$ cat src/rtl/acc_alu_seq_pkg.sv
// Shared types for the registered accumulator ALU: opcodes, FSM states and the
// mnemonic cast used to display raw opcode bits as names in waveforms.
package acc_alu_seq_pkg;

  typedef enum logic [3:0] {
    OP_ADD = 4'd0,
    OP_ADC = 4'd1,
    OP_SUB = 4'd2,
    OP_SBC = 4'd3,
    OP_AND = 4'd4,
    OP_OR  = 4'd5,
    OP_XOR = 4'd6,
    OP_NOT = 4'd7,
    OP_LDI = 4'd8,
    OP_CLR = 4'd9,
    OP_SHL = 4'd10,
    OP_SHR = 4'd11,
    OP_ASR = 4'd12,
    OP_ROL = 4'd13,
    OP_ROR = 4'd14,
    OP_NOP = 4'd15
  } alu_op_t;

  typedef enum logic {
    ST_IDLE  = 1'b0,
    ST_SHIFT = 1'b1
  } alu_state_t;

  function automatic alu_op_t op_mne(input logic [3:0] raw);
    return alu_op_t'(raw);
  endfunction

endpackage

$ cat src/rtl/alu_addsub.sv
// Combinational W-bit add/subtract with carry-in; b is inverted when sub=1.
// Zero latency; no handshake.
module alu_addsub #(
  parameter int W = 8
) (
  input  logic [W-1:0] a,
  input  logic [W-1:0] b,
  input  logic         cin,
  input  logic         sub,
  output logic [W-1:0] sum,
  output logic         cout,
  output logic         ov
);

  logic [W-1:0] w_b_eff;

  assign w_b_eff     = sub ? ~b : b;
  assign {cout, sum} = {1'b0, a} + {1'b0, w_b_eff} + {{W{1'b0}}, cin};
  // Overflow: like-signed operands producing a result of the other sign.
  assign ov          = (a[W-1] == w_b_eff[W-1]) && (sum[W-1] != a[W-1]);

endmodule

$ cat src/rtl/acc_alu_seq.sv
// Registered accumulator ALU with Z/N/C/V flags; single-cycle ops finish in 1 cycle,
// shifts/rotates take count+1 cycles. start is ignored while busy (no queuing).
module acc_alu_seq
  import acc_alu_seq_pkg::*;
#(
  parameter int W = 8,
  localparam int CW = $clog2(W) + 1
) (
  input  logic         clk,
  input  logic         reset,
  input  logic         start,
  input  alu_op_t      op,
  input  logic [W-1:0] in_a,
  output logic [W-1:0] acc,
  output logic         z,
  output logic         neg,
  output logic         co,
  output logic         ov,
  output logic         busy,
  output logic         done
);

  localparam logic [W-1:0]  W_VAL = W[W-1:0];
  localparam logic [CW-1:0] W_CNT = W[CW-1:0];

  alu_state_t   r_state, w_state_nxt;
  logic [W-1:0] r_acc;
  logic         r_z, r_n, r_c, r_v, r_done;
  logic [CW-1:0] r_cnt;
  alu_op_t      r_sop;

  logic          w_issue, w_is_shift, w_is_rot, w_go_shift, w_busy;
  logic [W-1:0]  w_mod;
  logic [CW-1:0] w_cnt;
  logic          w_sub, w_cin;
  logic [W-1:0]  w_sum;
  logic          w_cout, w_ov;
  logic [W-1:0]  w_nxt_acc, w_step_acc;
  logic          w_nxt_c, w_nxt_v, w_step_c;

  assign w_issue    = start && (r_state == ST_IDLE);
  assign w_is_rot   = (op == OP_ROL) || (op == OP_ROR);
  assign w_is_shift = (op == OP_SHL) || (op == OP_SHR) || (op == OP_ASR) || w_is_rot;
  assign w_mod      = in_a % W_VAL;

  always_comb begin
    w_cnt = '0;
    if (w_is_rot)
      w_cnt = w_mod[CW-1:0];
    else if (in_a >= W_VAL)
      w_cnt = W_CNT;
    else
      w_cnt = in_a[CW-1:0];
  end

  assign w_go_shift = w_issue && w_is_shift && (w_cnt != '0);

  assign w_sub = (op == OP_SUB) || (op == OP_SBC);
  assign w_cin = (op == OP_ADD) ? 1'b0 : (op == OP_SUB) ? 1'b1 : r_c;

  alu_addsub #(.W(W)) u_addsub (
    .a    (r_acc),
    .b    (in_a),
    .cin  (w_cin),
    .sub  (w_sub),
    .sum  (w_sum),
    .cout (w_cout),
    .ov   (w_ov)
  );

  // Result of a single-cycle op (also covers zero-count shifts).
  always_comb begin
    w_nxt_acc = r_acc;
    w_nxt_c   = r_c;
    w_nxt_v   = r_v;
    case (op)
      OP_ADD, OP_ADC, OP_SUB, OP_SBC: begin
        w_nxt_acc = w_sum;
        w_nxt_c   = w_cout;
        w_nxt_v   = w_ov;
      end
      OP_AND: w_nxt_acc = r_acc & in_a;
      OP_OR:  w_nxt_acc = r_acc | in_a;
      OP_XOR: w_nxt_acc = r_acc ^ in_a;
      OP_NOT: w_nxt_acc = ~r_acc;
      OP_LDI: w_nxt_acc = in_a;
      OP_CLR: begin
        w_nxt_acc = '0;
        w_nxt_c   = 1'b0;
        w_nxt_v   = 1'b0;
      end
      OP_SHL, OP_SHR, OP_ASR, OP_ROL, OP_ROR: w_nxt_v = 1'b0;
      default: begin
        w_nxt_acc = r_acc;
      end
    endcase
  end

  // One bit position of the latched shift/rotate.
  always_comb begin
    w_step_acc = r_acc;
    w_step_c   = r_c;
    case (r_sop)
      OP_SHL: begin w_step_acc = {r_acc[W-2:0], 1'b0};       w_step_c = r_acc[W-1]; end
      OP_SHR: begin w_step_acc = {1'b0, r_acc[W-1:1]};       w_step_c = r_acc[0];   end
      OP_ASR: begin w_step_acc = {r_acc[W-1], r_acc[W-1:1]}; w_step_c = r_acc[0];   end
      OP_ROL: begin w_step_acc = {r_acc[W-2:0], r_acc[W-1]}; w_step_c = r_acc[W-1]; end
      OP_ROR: begin w_step_acc = {r_acc[0], r_acc[W-1:1]};   w_step_c = r_acc[0];   end
      default: begin
        w_step_acc = r_acc;
      end
    endcase
  end

  always_ff @(posedge clk or posedge reset) begin
    if (reset)
      r_state <= ST_IDLE;
    else
      r_state <= w_state_nxt;
  end

  always_comb begin
    w_state_nxt = r_state;
    case (r_state)
      ST_IDLE:  if (w_go_shift) w_state_nxt = ST_SHIFT;
      ST_SHIFT: if (r_cnt == CW'(1)) w_state_nxt = ST_IDLE;
      default:  w_state_nxt = ST_IDLE;
    endcase
  end

  always_comb begin
    w_busy = (r_state == ST_SHIFT);
  end

  always_ff @(posedge clk or posedge reset) begin
    if (reset) begin
      r_acc  <= '0;
      r_z    <= 1'b1;
      r_n    <= 1'b0;
      r_c    <= 1'b0;
      r_v    <= 1'b0;
      r_done <= 1'b0;
      r_cnt  <= '0;
      r_sop  <= OP_NOP;
    end else begin
      r_done <= 1'b0;
      if (r_state == ST_SHIFT) begin
        r_acc <= w_step_acc;
        r_c   <= w_step_c;
        r_cnt <= r_cnt - CW'(1);
        if (r_cnt == CW'(1)) begin
          r_z    <= (w_step_acc == '0);
          r_n    <= w_step_acc[W-1];
          r_done <= 1'b1;
        end
      end else if (w_go_shift) begin
        r_cnt <= w_cnt;
        r_sop <= op;
        r_v   <= 1'b0;
      end else if (w_issue) begin
        r_acc  <= w_nxt_acc;
        r_c    <= w_nxt_c;
        r_v    <= w_nxt_v;
        r_z    <= (w_nxt_acc == '0);
        r_n    <= w_nxt_acc[W-1];
        r_done <= 1'b1;
      end
    end
  end

  assign acc  = r_acc;
  assign z    = r_z;
  assign neg  = r_n;
  assign co   = r_c;
  assign ov   = r_v;
  assign busy = w_busy;
  assign done = r_done;

endmodule

$ cat config.mk
export PLATFORM = sky130hd
export DESIGN_NAME = acc_alu_seq
export DESIGN_NICKNAME = d
export VERILOG_FILES = /design/src/rtl/acc_alu_seq_pkg.sv /design/src/rtl/alu_addsub.sv /design/src/rtl/acc_alu_seq.sv
export SDC_FILE = /design/constraint.sdc
export NUM_CORES = 1
export LEC_CHECK = 0
export ABC_AREA = 1
export CORE_UTILIZATION = 45
export CTS_BUF_LIST = sky130_fd_sc_hd__clkbuf_4
export CTS_CLUSTER_SIZE = 12
export DETAILED_ROUTE_END_ITERATION = 16
export PLACE_DENSITY = 0.66
export SYNTH_ARGS = -nofsm -noshare
export SYNTH_HDL_FRONTEND = slang
export SYNTH_SLANG_ARGS = --single-unit
$ cat constraint.sdc
create_clock -name clk -period 2.55 [get_ports clk]
set_clock_uncertainty 0.2 [all_clocks]
set_input_delay 0.51 -clock clk [delete_from_list [all_inputs] [get_ports clk]]
set_output_delay 0.51 -clock clk [all_outputs]
set_load 0.05 [all_outputs]
; ---- After elaboration in Yosys (flattened, before gate mapping)
; Cells that the tools add are included.
[word_totals]
reg_bits = 22
inputBits = 15
wordCells = 106
[classes]
n_addsub = 3
n_lt_le_gt_ge = 1
eq_ne = 25
muxes = 35
bitwise_logic = 6
n_reduce_logical = 27
[op_table]
columns = operator, n
row1 = $pmux W8 S7, 1
row2 = $eq A4 B4 Y1 const B, 12
row3 = $pmux W8 S5, 1
row4 = $mux W8, 4
row5 = $mux W1, 21
row6 = $eq A4 B3 Y1 const B, 4
row7 = $logic_not A8 Y1, 2
row8 = $mux W4, 4
row9 = $not A8 Y8, 2
row10 = $add A8 B8 Y9, 1
row11 = $add A9 B1 Y9, 1
row12 = $and A8 B8 Y8, 1
row13 = $eq A4 B1 Y1 const B, 2
row14 = $eq A4 B2 Y1 const B, 2
row15 = $ge A8 B4 Y1 const B, 1
row16 = $or A8 B8 Y8, 1
row17 = $pmux W1 S2, 4
row18 = $xor A8 B8 Y8, 1
row19 = $reduce_and A3 Y1, 2
row20 = $reduce_bool A2 Y1, 3
row21 = $reduce_bool A3 Y1, 2
row22 = $reduce_or A6 Y1, 1
row23 = $logic_or A1 B1 Y1, 5
row24 = $logic_and A1 B1 Y1, 4
row25 = 14 further kinds, 15

; ---- Logic depth before layout (Yosys ltp)
; Gate-level depths: netlist of the first run.
[depth]
ltp_word = 10
depth_mapped = 19
ltp_nobuf = 18

; ---- Cells and area by module
; From an unflattened synthesis of the first run, not the netlist that was laid out.
[hier_totals]
cells_unflattened = 438
hier_area_um2 = 2680.1
[modules_own_cells]
columns = mod, n_inst, cells_per_inst, area_each_um2, seq_area_each_um2
row1 = acc_alu_seq, 1, 365, 2217.1, 556.8
row2 = alu_addsub, 1, 73, 462.9, 0.0

; ---- Worst setup path before layout of the first run
; Ideal clock, no wire load.
[synth_timing]
path_kind = input to register
from = in op[3]
to = reg r_z, in the netlist z
arrival_time_ns = 2.892
required_time_ns = 2.282
setup_slack_ns = -0.610
path_stages = 17
n_path_buf = 1
path_cell_list = nor2_1 buf_2 nand2_1 xor2_1 fa_1 fa_1 inv_1 nand2_1 nand3_1 nand3_1 nor2_1 nand2_1 nor2_1 nand3_1 nor2_1 nand2_1 a21oi_2
[synth_via]
elab_chain_cells = 10
word_cells_on_any_way = 37
[synth_rtl]
columns = element, line_no
row1 = start: declaration, acc_alu_seq.sv:12  ; input alu_op_t op,
row2 = $eq A4 B2 Y1 (on tied branches), "acc_alu_seq.sv:58, acc_alu_seq.sv:59, acc_alu_seq.sv:76"
row3 = $logic_or A1 B1 Y1, acc_alu_seq.sv:58  ; assign w_sub = (op == OP_SUB) || (op == OP_SBC);
row4 = $mux W8, alu_addsub.sv:17  ; assign w_b_eff = sub ? ~b : b;
row5 = $add A8 B8 Y9, alu_addsub.sv:18  ; assign {cout, sum} = {1'b0, a} + {1'b0, w_b_eff} + {{W{1'b0}}, cin};
row6 = $add A9 B1 Y9, alu_addsub.sv:18
row7 = $pmux W8 S7, acc_alu_seq.sv:76  ; case (op)
row8 = $logic_not A8 Y1, acc_alu_seq.sv:164  ; r_z <= (w_nxt_acc == '0);
row9 = $mux W1, acc_alu_seq.sv:160  ; end else if (w_issue) begin
row10 = $mux W1, acc_alu_seq.sv:156  ; end else if (w_go_shift) begin
row11 = $mux W1, acc_alu_seq.sv:147  ; if (r_state == ST_SHIFT) begin
row12 = end signal: assignment, acc_alu_seq.sv:152  ; r_z <= (w_step_acc == '0);
row13 = end signal: assignment, acc_alu_seq.sv:164
row14 = end: declaration, acc_alu_seq.sv:28  ; logic r_z, r_n, r_c, r_v, r_done;
; Several ways; a longest one is shown, not always the timed one. The select of a mux whose other input is x is not followed.
; A chain may end at the register's enable or synchronous reset.

; ---- Worst setup path in the final report of the first run
; Same ends and word-level chain as after synthesis.

==> results of run 1 <==
## cell families after synthesis
family / count (synthesis)
AND/OR/NAND/NOR: 244
buffers and inverters: 66
AO/OA/AOI/OAI: 50
adder cells (fa/ha/maj): 27
flip-flops: 22
XOR/XNOR: 9
## worst paths after layout
path	startpoint	to	slack [ns]
setup reg to reg	co	z	0.05
max in group asynchronous	reset	r_sop[2]	1.54
setup / recovery	op[3]	z	-0.1
hold / removal	r_sop[3]	r_sop[3]	0.30
min in group asynchronous	reset	acc[5]	0.31
hold reg to reg	r_sop[3]	r_sop[3]	0.30
## worst max-delay path: cells and delay by family
| family | cells | cell delay, ns |
|---|---|---|
| simple gates | 12 | 0.98 |
| fa+ha+maj | 2 | 0.73 |
| buf+inv | 3 | 0.26 |
| compound gates | 3 | 0.24 |
## Yosys cell counts, types with 4 or more instances
cell / number / area [um^2]
o211ai_1: 7 / 52.6
nand3_1: 37 / 185
o21ai_0: 14 / 70.1
a21oi_1: 12 / 60.1
xor2_1: 9 / 78.8
dfrtp_1: 17 / 425
nand4_1: 6 / 37.5
ha_1: 25 / 313
inv_1: 52 / 195
dfstp_2: 5 / 131
nor2_1: 48 / 180
inv_2: 7 / 26.3
o22ai_1: 4 / 25.0
nand2_1: 134 / 503
## metal layers
metal	wire, um	global-route usage, %	vias up
li1	-	-	1544
met1	3790	36.5	1435
met2	4130	50.9	88
met3	408	3.26	16
met4	160	8.70	0
met5	0	0	-
## power by group
part	internal (mW)	switching (mW)	leakage, nW
sequential	0.538	0.204	0.258
combinational	1.25	1.89	1.68
clock	0.159	0.122	0.0279
total	1.95	2.22	1.96
## final cells by class
| class | instances | share of cell area, % |
|---|---|---|
| Multi-Input combinational cell | 330 | 52.3 |
| Sequential cell | 22 | 14.8 |
| Clock inverter | 1 | 0.799 |
| Clock buffer | 3 | 0.599 |
| Inverter | 61 | 6.23 |
| Timing Repair Buffer | 102 | 22.9 |
| Tap cell | 72 | 2.40 |
## through the flow
stage / instance area [um^2] / cells / setup WS [ns]
2_1_floorplan: 2660 / 418 / -0.200
3_3_place_gp: 3520 / 583 / -0.834
3_5_place_dp: 3520 / 583 / -0.882
4_1_cts: 3610 / 587 / -0.131
5_1_grt: 3760 / 591 / -0.249
6_report: 3760 / 591 / -0.0957
## timing repair
action                                  4_1_cts  5_1_grt
hold endpoints to repair                      0        0
endpoints found under the setup margin       12       12
gates resized for setup                      26       35
pin swaps                                    17       15
setup buffers                                 0        4
==> impl_results.md, run 1 <==
* Status: complete, but fails checks
* Failing checks: setup timing
* Setup violators final at 1
* Largest net degree at the start of global routing at 23
* Power Dens Cells at 1110 nW/um^2
* NumNets Final at approximately 560
* Most frequent cells in the layout: nand2_1, buf_4, inv_1
* Clock transition at the registers of the reported paths at 0.14 ns
* GP Congestion at 0.918
* Final setup TNS at -0.0957 ns
* Chip width at 78.3 um
* Endpoints failing hold at 0
* Mapped Cells at 418
* Vias at roughly 3100
* Critical Path RT at around 2.6 ns
* Ant. Diodes at 0
* Worst Hold Path Cells at 2
* Post-Syn Nets at 460
* CP max stage delay at roughly 0.37 ns
* Vias per inst at 5.22
* Post-Synth Simple-Gate Area at 40.7%
* DRC at 0
* DR pass1 iterations at 5
* Grt total ovfl at 0
* Max IR drop VDD at 0.751 mV
* Worst min path class: flip-flop to flip-flop
* Final setup margin at -0.0957 ns
* CP endpoint kind: flip-flop
* Path depth of the worst reg2reg path at 17
* Adder-cell share of the synthesized area at 13.5%
* Avg Inst Size Synth at 6.26 um^2
* Critical path type: input pin to flip-flop
* Synth Area in XOR/XNOR at 3.01%
* Post-layout util at 67.4%
* Flops & latches, synth at 22
* First-pass GRT wire length at 13800 um
* Final ANT Viol Nets at 0
* CTS tree: built
* Achievable Freq at roughly 380 MHz
* Share of the synthesized area in compound gates (AO/OA/AOI/OAI) at 11.6%
* Max_cap viols at 0
* Flip-flop and latch area at 557 um^2
* # rows at 27
* H-tree levels at 1
* Largest family of logic cells by synthesized area: simple AND/OR/NAND/NOR gates
* Max FO, Critical Path at 4
* RSZ-0062 raised after global routing: true
* Total Routing Usage GR at ~29%
* CTS sink count at 22
* Root Driver: clkbuf_4
* Ys flop type: dfrtp_1
* Post-synth EDFFs at 0
* Total power at about 4.2 mW
* Clock latency on the worst-skew pair at 0.33 ns
* Detail-routed net length per standard cell at 14.4 um
* Final Slew Violations at 0
* Die Y at 78.3 um
* Hpwl dp at 6700 um
* Share of cells above drive strength 1 at 29.3%
* CP Launch Type: input pin
* FFs w/ async S/R, synth at 100%
* Max stage delay cell, worst path: fa_2
* Register area share after synthesis at 21.3%
* Starting Density at 47.0%
* Leakage at 1.96 nW
* CP Cell Sequence: buf_8, nor2_4, inv_2, o21ai_2, o21ai_2, fa_2, fa_2, nand2_2, nand2_2, nand3b_1, nand2_1, nand2_2, buf_6, nand3_2, nand2_2, nand2_2, nand2_2, nor2_2, nand2_1, a21oi_2
* Mux share of post-synthesis cell area at 0%
* Detailed Route WL at ~8500 um
* Clock Path Buffers at 2
* Filler cells at 512
* Least-Margin Pin Slew at 0.510 ns
* Synth Cell Area at 2620 um^2
* Final worst path period share at 104%
* CTS Buf Count at 3
* CP arrival at 2.73 ns
* Slew headroom at about two thirds
* Multi-input logic area at ~2000 um^2
* DRT iter0 DRCs at 260
* Number of global-route vias before repair at 2940
* Max reg flops at 8
* CP dominant cell by count: nand2_2
* Hold buffer count at CTS at 0
* I/O pin count at 29
* Most common cell after layout, fill and taps aside: nand2_1
* Yosys cell types at 34
* Port bufs at 28
* Initial antenna violation count at 0
* Hold Slack at 0.304 ns
* Core area at about 5600 um^2
* Area Overhead vs Synth at 43.5%
* Synthesis warning total at 0
* Minimum clock period at roughly 2.6 ns
* DIE AREA at 6130 um^2
(Power assumes the default switching activity.)
==> run 2: changes to the inputs <==
Settings changed: CORE_ASPECT_RATIO set to 1.75, CTS_CLUSTER_DIAMETER set to 200.
==> impl_results.md, run 2 (synthesized netlist as in run 1, its figures left out) <==
* H-tree levels at 1 (unchanged)
* Critical path type: input pin to flip-flop
* Total Routing Usage GR at 28.8% (about the same)
* Clock Path Buffers at 2 (unchanged)
* Minimum clock period at 2.59 ns (-0.0511 ns)
* R2R setup slack at 0.11 ns (+0.06 ns)
* Detailed Route WL at 8260 um (-2.8%)
* DR pass1 iterations at 4 (-1)
* Endpoints failing hold at 0 (unchanged)
* Detail-routed net length per standard cell at 13.9 um (-3.4%)
* CP endpoint kind: flip-flop
* WP buf/inv at 2 (-1)
* Max IR drop VDD at 0.652 mV (-13%)
* Core area at 5590 um^2 (+0.20%)
* Max reg flops at 8 (unchanged)
* Status: complete, but fails checks
* Least-Margin Pin Slew at 0.663 ns (+0.153 ns)
* Hpwl dp at 6880 um (+2.6%)
* Number of global-route vias before repair at 2925 (-0.51%)
* Post-layout util at 66.6% (-0.79 points)
* Root Driver: clkbuf_4
* CP Launch Type: input pin
* RSZ-0062 raised after global routing: true
* Max FO, Critical Path at 3 (-1)
* Final Non-Filler Cells at 595 (+0.68%)
* Vias per inst at 5.11 (-2.1%)
* NumNets Final at 562 (unchanged)
* Hold buffer count at CTS at 0 (unchanged)
* Final ANT Viol Nets at 0 (unchanged)
* Hold Slack at 0.299 ns (-0.00448 ns)
* Placed Cells at 587 (+0.69%)
* Most common cell after layout, fill and taps aside: nand2_1
* # rows at 36 (+33%)
* Worst min path class: flip-flop to flip-flop
* I/O pin count at 29 (unchanged)
* CP Cell Sequence: buf_6, nor2_4, inv_2, o21ai_2, o21ai_2, fa_2, fa_2, nand2_2, nand2_2, nand3b_1, nand2_1, nand2_2, nand2_2, a21oi_2, or2_4, a31oi_1
* Final worst path period share at 102% (-2.0 points)
* Clock transition at the registers of the reported paths at 0.12 ns (-0.02 ns)
* Area Overhead vs Synth at 42.1%
* Max stage delay cell, worst path: fa_2
* Power Dens Cells at 1080 nW/um^2 (-2.5%)
* CP max stage delay at 0.36 ns (about the same)
* Most frequent cells in the layout: nand2_1, buf_4, inv_1
* CP arrival at 2.62 ns (-0.11 ns)
* GP Congestion at 0.979 (+6.6%)
* Placement-stage cell area at 3540 um^2 (+0.50%)
* Ant. Diodes at 0 (unchanged)
* Post-route cell area at 3720 um^2 (-0.97%)
* CP dominant cell by count: nand2_2
* Vias at 3040 (-1.4%)
* Port bufs at 28 (unchanged)
* Initial antenna violation count at 0 (unchanged)
* CTS Buf Count at 3 (unchanged)
* Die Y at 103 um (+31%)
* Setup violators final at 3 (+2)
* Share of cells above drive strength 1 at 28.5% (-0.77 points)
* Failing checks: setup timing
* Crit-path leading delay family: simple AND/OR/NAND/NOR gates
* Final Slew Violations at 0 (unchanged)
* Max_cap viols at 0 (unchanged)
* Final setup margin at -0.0446 ns (+0.0511 ns)
* Slew headroom at 55.7% (-10 points)
* DIE AREA at 6140 um^2 (+0.19%)
* Critical Path RT at 2.57 ns (-0.06 ns)
* Chip width at 59.7 um (-24%)
* Largest net degree at the start of global routing at 18 (-22%)
* DRC at 0 (unchanged)
* Leakage at 1.98 nW (+1.0%)
* Total power at 4.02 mW (-3.5%)
* Achievable Freq at 385 MHz (+2.0%)
* Starting Density at 46.9% (-0.095 points)
* Grt total ovfl at 0 (unchanged)
* Clock latency on the worst-skew pair at 0.33 ns (about the same)
* CTS tree: built
* CTS sink count at 22 (unchanged)
* DRT iter0 DRCs at 152 (-42%)
* First-pass GRT wire length at 13200 um (-4.0%)
## run 2: final timing paths
path                           from       end  cells after the start
setup / recovery              op[3]        co                     16
hold / removal             r_sop[3]  r_sop[3]                      2
setup reg to reg                 co        co                     13
hold reg to reg            r_sop[3]  r_sop[3]                      2
max in group asynchronous     reset       neg                      3
min in group asynchronous     reset    acc[3]                      2
## run 2: final cells by class
class | count | area (um^2)
Sequential cell | 22 | 557
Inverter | 61 | 234
Multi-Input combinational cell | 330 | 1950
Clock inverter | 1 | 3.75
Timing Repair Buffer | 102 | 863
Fill cell | 556 | 1860
Tap cell | 76 | 95.1
Clock buffer | 3 | 22.5
## run 2: where the power goes
part           switching [mW]  internal, mW
combinational            1.87          1.25
clock                   0.113        0.0576
sequential              0.193         0.539
total                    2.17          1.85
## run 2: metal layers
layer,vias up,GRT usage (%),wire length [um]
met1,1414,31.9,3300
met3,22,0.753,118
li1,1546,-,-
met5,-,0,0
met2,58,53.0,4490
met4,0,16.8,344
## run 2: tightest hold or removal path: stages (launching register included)
cell,delay (ns)
dfstp_2,0.39
inv_1,0.06
nand2_1,0.05
## run 2: per-stage QoR
stage | setup WS (ns) | setup TNS [ns]
3_5_place_dp | -0.895 | -8.04
4_1_cts | -0.111 | -0.216
2_1_floorplan | -0.200 | -0.503
3_3_place_gp | -0.849 | -7.50
5_1_grt | -0.213 | -0.616
6_report | -0.0446 | -0.124
## run 2: repair_timing
item / 4_1_cts / 5_1_grt
gates resized for setup: 26 / 33
endpoints found under the setup margin: 12 / 12
pin swaps: 15 / 23
buffers inserted: 3 / 1
==> run 3: changes to the inputs <==
Settings changed: CAP_MARGIN set to 20, SLEW_MARGIN set to 40.
==> results of run 3 <==
No change in the layout: final DEF, timing and power equal those of run 2.
